### src/rtl/dm8_pkg.sv
// Shared types and constants for the dm8 8-bit select-and-capture deserializer.
package dm8_pkg;

  typedef enum logic [1:0] {
    ST_IDLE   = 2'd0,
    ST_SETTLE = 2'd1,
    ST_SAMPLE = 2'd2,
    ST_DONE   = 2'd3
  } state_t;

  localparam logic [2:0] SLOT_LAST  = 3'd7;
  localparam int         SETTLE_MAX = 15;

endpackage

### src/rtl/dec3to8_e.sv
// Combinational 3-to-8 one-hot decoder; all outputs low when en is low.
module dec3to8_e (
  input  logic [2:0] sel,
  input  logic       en,
  output logic [7:0] dec
);

  always_comb begin
    dec = 8'h00;
    if (en) dec[sel] = 1'b1;
  end

endmodule

### src/rtl/dm8_capture.sv
// Steps a remote 8:1 mux through slots 0..7, samples the returned bit after a
// settle delay and presents the assembled byte on q with a one-cycle done.
module dm8_capture
  import dm8_pkg::*;
#(
  parameter int SETTLE = 1
) (
  input  logic       clk,
  input  logic       rst_n,
  input  logic       start,
  input  logic       e,
  input  logic       d,
  output logic [2:0] sel,
  output logic [7:0] dec,
  output logic       busy,
  output logic       done,
  output logic [7:0] q
);

  // Counter counts down to zero, so SETTLE wait cycles need a reload of SETTLE-1.
  localparam logic [3:0] RELOAD = (SETTLE > 0) ? 4'(SETTLE - 1) : 4'd0;

  state_t     state;
  logic [3:0] cnt;
  logic [6:0] shadow;

  always_ff @(posedge clk or negedge rst_n) begin
    if (!rst_n) begin
      state  <= ST_IDLE;
      sel    <= 3'd0;
      cnt    <= 4'd0;
      shadow <= 7'h00;
      q      <= 8'h00;
    end else begin
      case (state)
        ST_IDLE: begin
          sel <= 3'd0;
          if (start && e) begin
            cnt <= RELOAD;
            if (SETTLE == 0) state <= ST_SAMPLE;
            else             state <= ST_SETTLE;
          end
        end
        ST_SETTLE: begin
          if (e) begin
            if (cnt == 4'd0) state <= ST_SAMPLE;
            else             cnt   <= cnt - 4'd1;
          end
        end
        ST_SAMPLE: begin
          if (e) begin
            // Last slot bypasses the shadow so q updates atomically on DONE entry.
            if (sel == SLOT_LAST) begin
              q     <= {d, shadow};
              state <= ST_DONE;
            end else begin
              shadow[sel] <= d;
              sel         <= sel + 3'd1;
              cnt         <= RELOAD;
              if (SETTLE == 0) state <= ST_SAMPLE;
              else             state <= ST_SETTLE;
            end
          end
        end
        ST_DONE: begin
          sel   <= 3'd0;
          state <= ST_IDLE;
        end
        default: state <= ST_IDLE;
      endcase
    end
  end

  assign busy = (state != ST_IDLE);
  assign done = (state == ST_DONE);

  dec3to8_e u_dec (
    .sel (sel),
    .en  (e && ((state == ST_SETTLE) || (state == ST_SAMPLE))),
    .dec (dec)
  );

endmodule

### config.mk
export PLATFORM = sky130hd
export DESIGN_NAME = dm8_capture
export DESIGN_NICKNAME = d
export VERILOG_FILES = /design/src/rtl/dm8_pkg.sv /design/src/rtl/dec3to8_e.sv /design/src/rtl/dm8_capture.sv
export SDC_FILE = /design/constraint.sdc
export NUM_CORES = 1
export LEC_CHECK = 0
export CAP_MARGIN = 10
export CORE_ASPECT_RATIO = 1.4
export CORE_MARGIN = 5
export CORE_UTILIZATION = 25
export CTS_CLUSTER_DIAMETER = 60
export DETAILED_ROUTE_END_ITERATION = 10
export GPL_TIMING_DRIVEN = 0
export PLACE_DENSITY = 0.46
export SETUP_SLACK_MARGIN = 0.2
export SYNTH_ARGS = -nofsm -noshare
export SYNTH_HDL_FRONTEND = slang
export SYNTH_SLANG_ARGS = --single-unit
### constraint.sdc
create_clock -name clk -period 2.5 [get_ports clk]
set_input_delay 0.375 -clock clk [delete_from_list [all_inputs] [get_ports clk]]
set_output_delay 0.375 -clock clk [all_outputs]
set_load 0.005 [all_outputs]
==> results_tabular.tex, run 1 <==
\begin{tabular}{lr}
\hline
Metric & Value \\
\hline
\multicolumn{2}{l}{\textbf{Route}} \\
\quad 1st-iter DRT viols & 27 \\
\quad Detailed-route DRC error count & 0 \\
\quad Count of nets left with antenna violations after detail routing & 0 \\
\quad Number of vias in the routed layout & $\sim$990 \\
\quad First-pass iteration count of the detailed router & 4 \\
\quad WL per Instance & roughly 13 um \\
\quad Vias per std cell & between 4 and 5 \\
\quad Routed WL & between 2 and 3 mm \\
\multicolumn{2}{l}{\textbf{Power and ir drop}} \\
\quad Part of the total power dissipated in sequential elements & between 30\% and 40\% \\
\quad Maximum ir drop on the vdd rail & between 0.0002 and 0.00025 V \\
\quad Net switching power & around 700 uW \\
\quad Cell internal pwr & approximately 1200 uW \\
\quad Relative contribution of combinational cells to total power & around half \\
\quad PnR Total Power & roughly 1900 uW \\
\quad Clock network fraction of design power & roughly 18\% \\
\quad Standby leakage power & between 0.0007 and 0.0008 uW \\
\quad Pwr per Cell Area & $\sim$1100 nW/um\^{}2 \\
\quad Sw Ratio & roughly 37\% \\
\multicolumn{2}{l}{\textbf{Synthesis}} \\
\quad Top-area cell type share of the netlist area & 45.80\% \\
\quad Post-synth EDFFs & 0 \\
\quad Unique cell type count in the Yosys netlist & 33 \\
\quad Ys flop type & sky130\_fd\_sc\_hd\_\_dfrtp\_1 \\
\quad Top cells by area, synth & sky130\_fd\_sc\_hd\_\_dfrtp\_1 (46\%), sky130\_fd\_sc\_hd\_\_mux2\_2 (9.4\%), sky130\_fd\_sc\_hd\_\_ha\_1 (7.6\%), sky130\_fd\_sc\_hd\_\_a2111oi\_4 (4.2\%), sky130\_fd\_sc\_hd\_\_nand3\_1 (3.4\%) \\
\quad Post-synthesis sequential element count & 24 \\
\quad Instance count of the mapped netlist & between 100 and 150 \\
\quad Ranking of synthesized cells by instance count & sky130\_fd\_sc\_hd\_\_dfrtp\_1 (24), sky130\_fd\_sc\_hd\_\_mux2\_2 (11), sky130\_fd\_sc\_hd\_\_inv\_1 (10) \\
\quad Net Count, Synth & roughly 130 \\
\quad Warnings, synthesis & 0 \\
\quad Most area-hungry cell type in the Yosys netlist & sky130\_fd\_sc\_hd\_\_dfrtp\_1 \\
\quad Share of synthesized flip-flops with an asynchronous set or reset & between 90\% and 100\% \\
\quad Most repeated cell in the gate-level netlist after synthesis & sky130\_fd\_sc\_hd\_\_dfrtp\_1 \\
\quad Combined area of all synthesized cells & around 1300 sq um \\
\quad Post-Syn Area per Cell & $\sim$11 sq um \\
\quad Sequential area share after synthesis & between 40\% and 50\% \\
\multicolumn{2}{l}{\textbf{CTS}} \\
\quad CTS tree & built \\
\quad CTS H-Tree Depth & 1 \\
\quad Maximum clock path buffer count & 2 \\
\quad Clock transition at the register clock pins on the worst setup and hold paths after CTS & around 0.09 ns \\
\quad CTS Root Cell & sky130\_fd\_sc\_hd\_\_clkbuf\_8 \\
\quad Number of hold buffers added after CTS & 0 \\
\quad Clk Latency, worst-skew pair & around 0.26 ns \\
\quad Clock net sink count & 24 \\
\quad CTS Buf Count & 3 \\
\multicolumn{2}{l}{\textbf{Worst setup path}} \\
\quad Arrival time at the worst endpoint & 1.83 ns \\
\quad Worst setup path class & register to output port \\
\quad Max incr delay on CP & $\sim$0.5 ns \\
\quad Crit. End Element & output port \\
\quad Crit-path cells & inv\_1 > ha\_4 > nand3\_1 > nor2\_1 > clkdlybuf4s50\_1 \\
\quad Data required time at the worst endpoint & $\sim$2.1 ns \\
\quad Type of element launching the critical path & register \\
\quad Category of cells accounting for the largest share of critical-path delay & buffers and inverters \\
\quad Cell count along the critical path & 5 \\
\quad Number of cells traversed by the worst register-to-register path & 6 \\
\quad Largest driver fanout on the critical path & 5 \\
\quad Number of buffer and inverter instances along the worst setup path & 2 \\
\quad Cell with the largest stage delay on the worst path & sky130\_fd\_sc\_hd\_\_clkdlybuf4s50\_1 \\
\multicolumn{2}{l}{\textbf{Global routing}} \\
\quad Largest net degree at the start of global routing & 25 \\
\quad Initial antenna violation count & 0 \\
\quad Total Routing Usage GR & 9.162\% \\
\quad First-pass GRT wire length & about 5 mm \\
\quad GRT Residual Overflow & 0 \\
\quad Via count of the first global-routing pass & $\sim$1000 \\
\multicolumn{2}{l}{\textbf{Floorplan}} \\
\quad Chip width & a little over 70 um \\
\quad Number of top-level pins & 26 \\
\quad Chip height & roughly 96 um \\
\quad Core Rows & 31 \\
\quad Initial standard-cell utilization of the core & between 20 and 30\% \\
\quad Core area & a little over 5000 sq um \\
\quad Overall die area & 6814 sq um \\
\multicolumn{2}{l}{\textbf{STA}} \\
\quad Fin worst setup slack & approximately 0.3 ns \\
\quad Actual slew at the worst max-slew pin & $\sim$0.45 ns \\
\quad FMAX & between 400 and 500 MHz \\
\quad Setup TNS after final layout & 0 ns \\
\quad Relative slew slack & $\sim$70\% \\
\quad Fin crit share & about nine tenths \\
\quad Final setup violation count & 0 \\
\quad Number of max-slew violations in the final report & 0 \\
\quad Fin Clk Skew & 0.003193 ns \\
\quad Final Hold Violating Endpoints & 0 \\
\quad Minimum clock period & about 2.2 ns \\
\quad Unrepaired setup endpoints after global routing & yes \\
\multicolumn{2}{l}{\textbf{Layout}} \\
\quad Share of final-layout standard cells stronger than drive strength 1 & about 19\% \\
\quad ANT cells & 0 \\
\quad Post-layout nets & around 160 \\
\quad Filler cells & approximately 530 \\
\quad Area growth from synthesis to final layout & 34.92\% \\
\quad Share of the core filled with cells in the final layout & about a third \\
\multicolumn{2}{l}{\textbf{Job}} \\
\quad Count of max-cap constraint violations & 0 \\
\multicolumn{2}{l}{\textbf{Placed design}} \\
\quad Setup slack after placement & between 0.3 and 0.4 ns \\
\quad Post-DP HPWL & 2.212 mm \\
\quad GP Congestion & 0.8274 \\
\quad Port bufs & 24 \\
\multicolumn{2}{l}{\textbf{Status}} \\
\quad Status & complete, no violations \\
\multicolumn{2}{l}{\textbf{Min path}} \\
\quad Kind of path behind the tightest hold check & input port to async pin \\
\hline
\end{tabular}
==> metrics by stage <==
stage	hold WS [ns]	std cells	instance area, sq um
global route	0.3476	216	1769
detailed placement	0.4825	209	1634
global placement	0.4766	209	1634
finish	0.3524	216	1769
floorplan	0.07941	119	1311
CTS	0.5078	215	1734
==> cells by family after synthesis <==
| group | count (synthesis) | synth area share (%) |
|---|---|---|
| compound gates | 16 | 11.83 |
| simple gates | 40 | 15.94 |
| flops | 24 | 45.80 |
| mux | 17 | 14.41 |
| fa+ha+maj | 8 | 7.634 |
| buf+inv | 14 | 4.390 |
==> cell type report <==
| class | count | area [sq um] | share of cell area [%] |
|---|---|---|---|
| buffer | 4 | 20.02 | 1.132 |
| clock buffer | 3 | 41.29 | 2.334 |
| sequential | 24 | 601.8 | 34.02 |
| multi-input combinational | 81 | 670.6 | 37.91 |
| timing repair buffer | 27 | 285.3 | 16.12 |
| inverter | 10 | 37.54 | 2.122 |
| clock inverter | 1 | 30.03 | 1.697 |
| tap | 66 | 82.58 | 4.668 |
==> layout by cell type (no fill, tap or decap), types with 2 or more instances in the layout <==
master,instances
sky130_fd_sc_hd__dfrtp_1,23
sky130_fd_sc_hd__clkdlybuf4s50_1,23
sky130_fd_sc_hd__mux2_2,11
sky130_fd_sc_hd__inv_1,10
sky130_fd_sc_hd__nand3_1,9
sky130_fd_sc_hd__nor2_1,7
sky130_fd_sc_hd__nor3_1,7
sky130_fd_sc_hd__ha_1,7
sky130_fd_sc_hd__nand2_1,6
sky130_fd_sc_hd__mux2_1,4
sky130_fd_sc_hd__a21oi_1,4
sky130_fd_sc_hd__buf_4,3
sky130_fd_sc_hd__clkbuf_8,3
sky130_fd_sc_hd__clkbuf_1,2
sky130_fd_sc_hd__o21ai_0,2
sky130_fd_sc_hd__nor2b_1,2
sky130_fd_sc_hd__a2111oi_4,2
sky130_fd_sc_hd__mux2i_1,2
==> final timing paths <==
path                                         end                   from  slack, ns
max reg2reg                   cnt[1]$_DFFE_PN0P_     sel[0]$_DFFE_PN0P_       0.42
max in group asynchronous   state[0]$_DFFE_PN0P_                  rst_n       1.73
min                             q[6]$_DFFE_PN0P_                  rst_n       0.35
max                                       dec[7]   state[1]$_DFFE_PN0P_       0.29
min in group clk           shadow[4]$_DFFE_PN0P_  shadow[4]$_DFFE_PN0P_       0.50
min reg2reg                shadow[4]$_DFFE_PN0P_  shadow[4]$_DFFE_PN0P_       0.50
==> flip-flops by register name (all words and copies together) (netlist names) <==
register	cells
cnt	4
q	8
sel	3
shadow	7
state	2
==> what timing repair did <==
action / CTS / global route
pin swaps: 0 / 1
resized for setup: 2 / 2
endpoints found under the setup margin: 8 / 3
buffers inserted: 2 / 0
==> routing by layer <==
metal	track usage, %	vias up	part of all wire (%)
met3	2.194	2	5.8
met2	16.18	25	50
li1	-	483	-
met1	10.72	481	43
met4	3.292	0	1.4
met5	0	-	0
==> power by group through the flow <==
| stage | registers (uW) | logic, uW | clock network [uW] |
|---|---|---|---|
| finish | 580 | 969 | 340 |
| global route | 595 | 1080 | 364 |
| CTS | 580 | 978 | 348 |
| detailed placement | 600 | 895 | 0 |
| global placement | 600 | 884 | 0 |
| floorplan | 575 | 637 | 0 |
(Power assumes the default switching activity.)
==> inputs of run 2 (changes only) <==
--- a/config.mk
+++ b/config.mk
@@ -13,6 +13,7 @@
 export DETAILED_ROUTE_END_ITERATION = 10
 export GPL_TIMING_DRIVEN = 0
 export PLACE_DENSITY = 0.46
+export RECOVER_POWER = 100
 export SETUP_SLACK_MARGIN = 0.2
 export SYNTH_ARGS = -nofsm -noshare
 export SYNTH_HDL_FRONTEND = slang
==> run 2 against run 1 <==
  * Sequential power is essentially flat
  * Cell count is the same
  * Utilization shrank 1.5 points
  * Sequential share of layout area grew 1.5 points
  * Flip-flop and latch count is the same
  * Clock power is essentially flat
  * Critical endpoint is now dec[2]
  * Non-clock buffer count is the same
  * Setup slack lost 0.096 ns
  * Via count shrank 0.81%
  * Maximum frequency shrank 4.2%
  * Global-route usage is the same
  * Cell area shrank 4.3%
  * Largest cell class unchanged
==> results_tabular.tex, run 2 (synthesis results as in run 1) <==
\begin{tabular}{lr}
\hline
Metric & Value \\
\hline
\multicolumn{2}{l}{\textbf{Placed design}} \\
\quad Post-DP HPWL & $\sim$2.2 mm \\
\quad Cell count after placement & roughly 210 \\
\quad GP Congestion & approximately 0.83 \\
\quad Port bufs & 24 \\
\quad Setup slack after placement & between 0.3 and 0.4 ns \\
\multicolumn{2}{l}{\textbf{CTS}} \\
\quad CTS Buf Count & 3 \\
\quad Maximum clock path buffer count & 2 \\
\quad Clock transition at the register clock pins on the worst setup and hold paths after CTS & about 0.09 ns \\
\quad CTS tree & built \\
\quad Clk Latency, worst-skew pair & 0.26 ns \\
\quad CTS H-Tree Depth & 1 \\
\quad Number of hold buffers added after CTS & 0 \\
\quad CTS Root Cell & sky130\_fd\_sc\_hd\_\_clkbuf\_8 \\
\quad Clock net sink count & 24 \\
\multicolumn{2}{l}{\textbf{Power and ir drop}} \\
\quad Maximum ir drop on the vdd rail & between 0.0002 and 0.00025 V \\
\quad Standby leakage power & about 0.00079 uW \\
\quad Pwr per Cell Area & $\sim$1000 nW/um\^{}2 \\
\multicolumn{2}{l}{\textbf{Worst setup path}} \\
\quad Arrival time at the worst endpoint & a little under 2 ns \\
\quad Worst setup path class & register to output port \\
\quad Data required time at the worst endpoint & $\sim$2.1 ns \\
\quad Crit. End Element & output port \\
\quad Type of element launching the critical path & register \\
\quad Largest driver fanout on the critical path & 5 \\
\multicolumn{2}{l}{\textbf{Floorplan}} \\
\quad Core Rows & 31 \\
\quad Number of top-level pins & 26 \\
\quad Overall die area & $\sim$7000 sq um \\
\quad Chip width & roughly 71 um \\
\quad Core area & between 5000 and 6000 sq um \\
\quad Chip height & 95.69 um \\
\quad Initial standard-cell utilization of the core & approximately a quarter \\
\multicolumn{2}{l}{\textbf{Layout}} \\
\quad Post-layout nets & roughly 160 \\
\quad ANT cells & 0 \\
\quad Area growth from synthesis to final layout & 29.10\% \\
\quad Register bank with the most flops & q \\
\quad Filler cells & roughly 540 \\
\quad Highest-count cells in the layout ignoring fill and taps & sky130\_fd\_sc\_hd\_\_dfrtp\_1 (23), sky130\_fd\_sc\_hd\_\_dlygate4sd3\_1 (14), sky130\_fd\_sc\_hd\_\_mux2\_2 (11) \\
\quad Most common cell after layout, fill and taps aside & sky130\_fd\_sc\_hd\_\_dfrtp\_1 \\
\quad Max FFs per register & 8 \\
\quad Share of the core filled with cells in the final layout & 33.06\% \\
\quad Largest registers ranked by flip-flop count & q x8, shadow x7, cnt x4 \\
\quad Post-Layout Cell Count & 216 \\
\quad Share of final-layout standard cells stronger than drive strength 1 & 15.33\% \\
\multicolumn{2}{l}{\textbf{Route}} \\
\quad Number of vias in the routed layout & between 900 and 1000 \\
\quad First-pass iteration count of the detailed router & 4 \\
\quad Count of nets left with antenna violations after detail routing & 0 \\
\quad Routed WL & 2.920 mm \\
\quad WL per Instance & approximately 14 um \\
\quad Vias per std cell & 4.551 \\
\quad 1st-iter DRT viols & 38 \\
\quad Detailed-route DRC error count & 0 \\
\multicolumn{2}{l}{\textbf{STA}} \\
\quad Actual slew at the worst max-slew pin & between 1 and 1.5 ns \\
\quad Final Hold Violating Endpoints & 0 \\
\quad Fin worst setup slack & approximately 0.20 ns \\
\quad Setup TNS after final layout & 0 ns \\
\quad Final setup violation count & 0 \\
\quad Relative slew slack & between 20\% and 30\% \\
\quad Number of max-slew violations in the final report & 0 \\
\quad Unrepaired setup endpoints after global routing & yes \\
\quad Minimum clock period & roughly 2.3 ns \\
\quad Fin Clk Skew & approximately 0.0039 ns \\
\quad FMAX & $\sim$430 MHz \\
\quad Fin crit share & between 90\% and 100\% \\
\multicolumn{2}{l}{\textbf{Global routing}} \\
\quad Total Routing Usage GR & 9.162\% \\
\quad First-pass GRT wire length & 5.057 mm \\
\quad Via count of the first global-routing pass & about 1000 \\
\quad Largest net degree at the start of global routing & 25 \\
\quad Initial antenna violation count & 0 \\
\quad GRT Residual Overflow & 0 \\
\multicolumn{2}{l}{\textbf{Job}} \\
\quad Count of max-cap constraint violations & 0 \\
\multicolumn{2}{l}{\textbf{Status}} \\
\quad Status & complete, no violations \\
\multicolumn{2}{l}{\textbf{Min path}} \\
\quad Kind of path behind the tightest hold check & input port to async pin \\
\hline
\end{tabular}
==> run 2: worst max-delay path, cell delays in order (launching register included) <==
cell,delay [ns]
sky130_fd_sc_hd__dfrtp_1,0.35
sky130_fd_sc_hd__inv_1,0.08
sky130_fd_sc_hd__ha_1,0.37
sky130_fd_sc_hd__nand3_1,0.16
sky130_fd_sc_hd__nor2_1,0.13
sky130_fd_sc_hd__dlygate4sd3_1,0.57
==> run 2: power breakdown <==
group	leakage [uW]	switching [uW]	total (uW)	internal, uW
clock network	0.0000357	126	340	214
registers	0.000319	81.3	578	497
logic	0.000431	452	841	389
==> run 2: final timing paths <==
path	startpoint	to	slack, ns	cells after the start
setup / recovery	state[1]$_DFFE_PN0P_	dec[2]	0.20	5
hold / removal	rst_n	q[6]$_DFFE_PN0P_	0.37	1
setup reg to reg	sel[0]$_DFFE_PN0P_	cnt[1]$_DFFE_PN0P_	0.24	6
hold reg to reg	shadow[4]$_DFFE_PN0P_	shadow[4]$_DFFE_PN0P_	0.51	1
max in group asynchronous	rst_n	state[0]$_DFFE_PN0P_	0.74	2
min in group clk	shadow[4]$_DFFE_PN0P_	shadow[4]$_DFFE_PN0P_	0.51	1
==> run 2: layer usage <==
metal / track usage (%) / routed length (um) / part of all wire [%] / up-vias
li1: - / - / - / 484
met1: 10.72 / 1246 / 43 / 474
met2: 16.18 / 1462 / 50 / 23
met3: 2.194 / 168 / 5.8 / 2
met4: 3.292 / 42 / 1.4 / 0
met5: 0 / 0 / 0 / -
==> run 2: repair_timing <==
| item | 4_1_cts | 5_1_grt |
|---|---|---|
| resized for setup | 2 | 2 |
| hold endpoints to repair | 0 | 0 |
| pin swaps | 0 | 1 |
| endpoints found under the setup margin | 8 | 3 |
| setup buffers | 2 | 0 |
| cloned | 0 | 0 |
==> run 2: through the flow <==
| stage | total power (uW) | instance area [sq um] | hold WS [ns] |
|---|---|---|---|
| 2_1_floorplan | 1212 | 1311 | 0.07941 |
| 3_3_place_gp | 1484 | 1634 | 0.4766 |
| 3_5_place_dp | 1495 | 1634 | 0.4825 |
| 4_1_cts | 1905 | 1734 | 0.5078 |
| 5_1_grt | 1904 | 1693 | 0.3684 |
| 6_report | 1759 | 1693 | 0.3688 |
==> run 2: final cells by class <==
| type | count | area, sq um | share of cell area [%] |
|---|---|---|---|
| Buffer | 4 | 18.77 | 1.109 |
| Tap cell | 66 | 82.58 | 4.878 |
| Sequential cell | 24 | 601.8 | 35.55 |
| Timing Repair Buffer | 27 | 259.0 | 15.30 |
| Inverter | 10 | 37.54 | 2.217 |
| Clock buffer | 3 | 41.29 | 2.439 |
| Multi-Input combinational cell | 81 | 621.8 | 36.73 |
| Clock inverter | 1 | 30.03 | 1.774 |
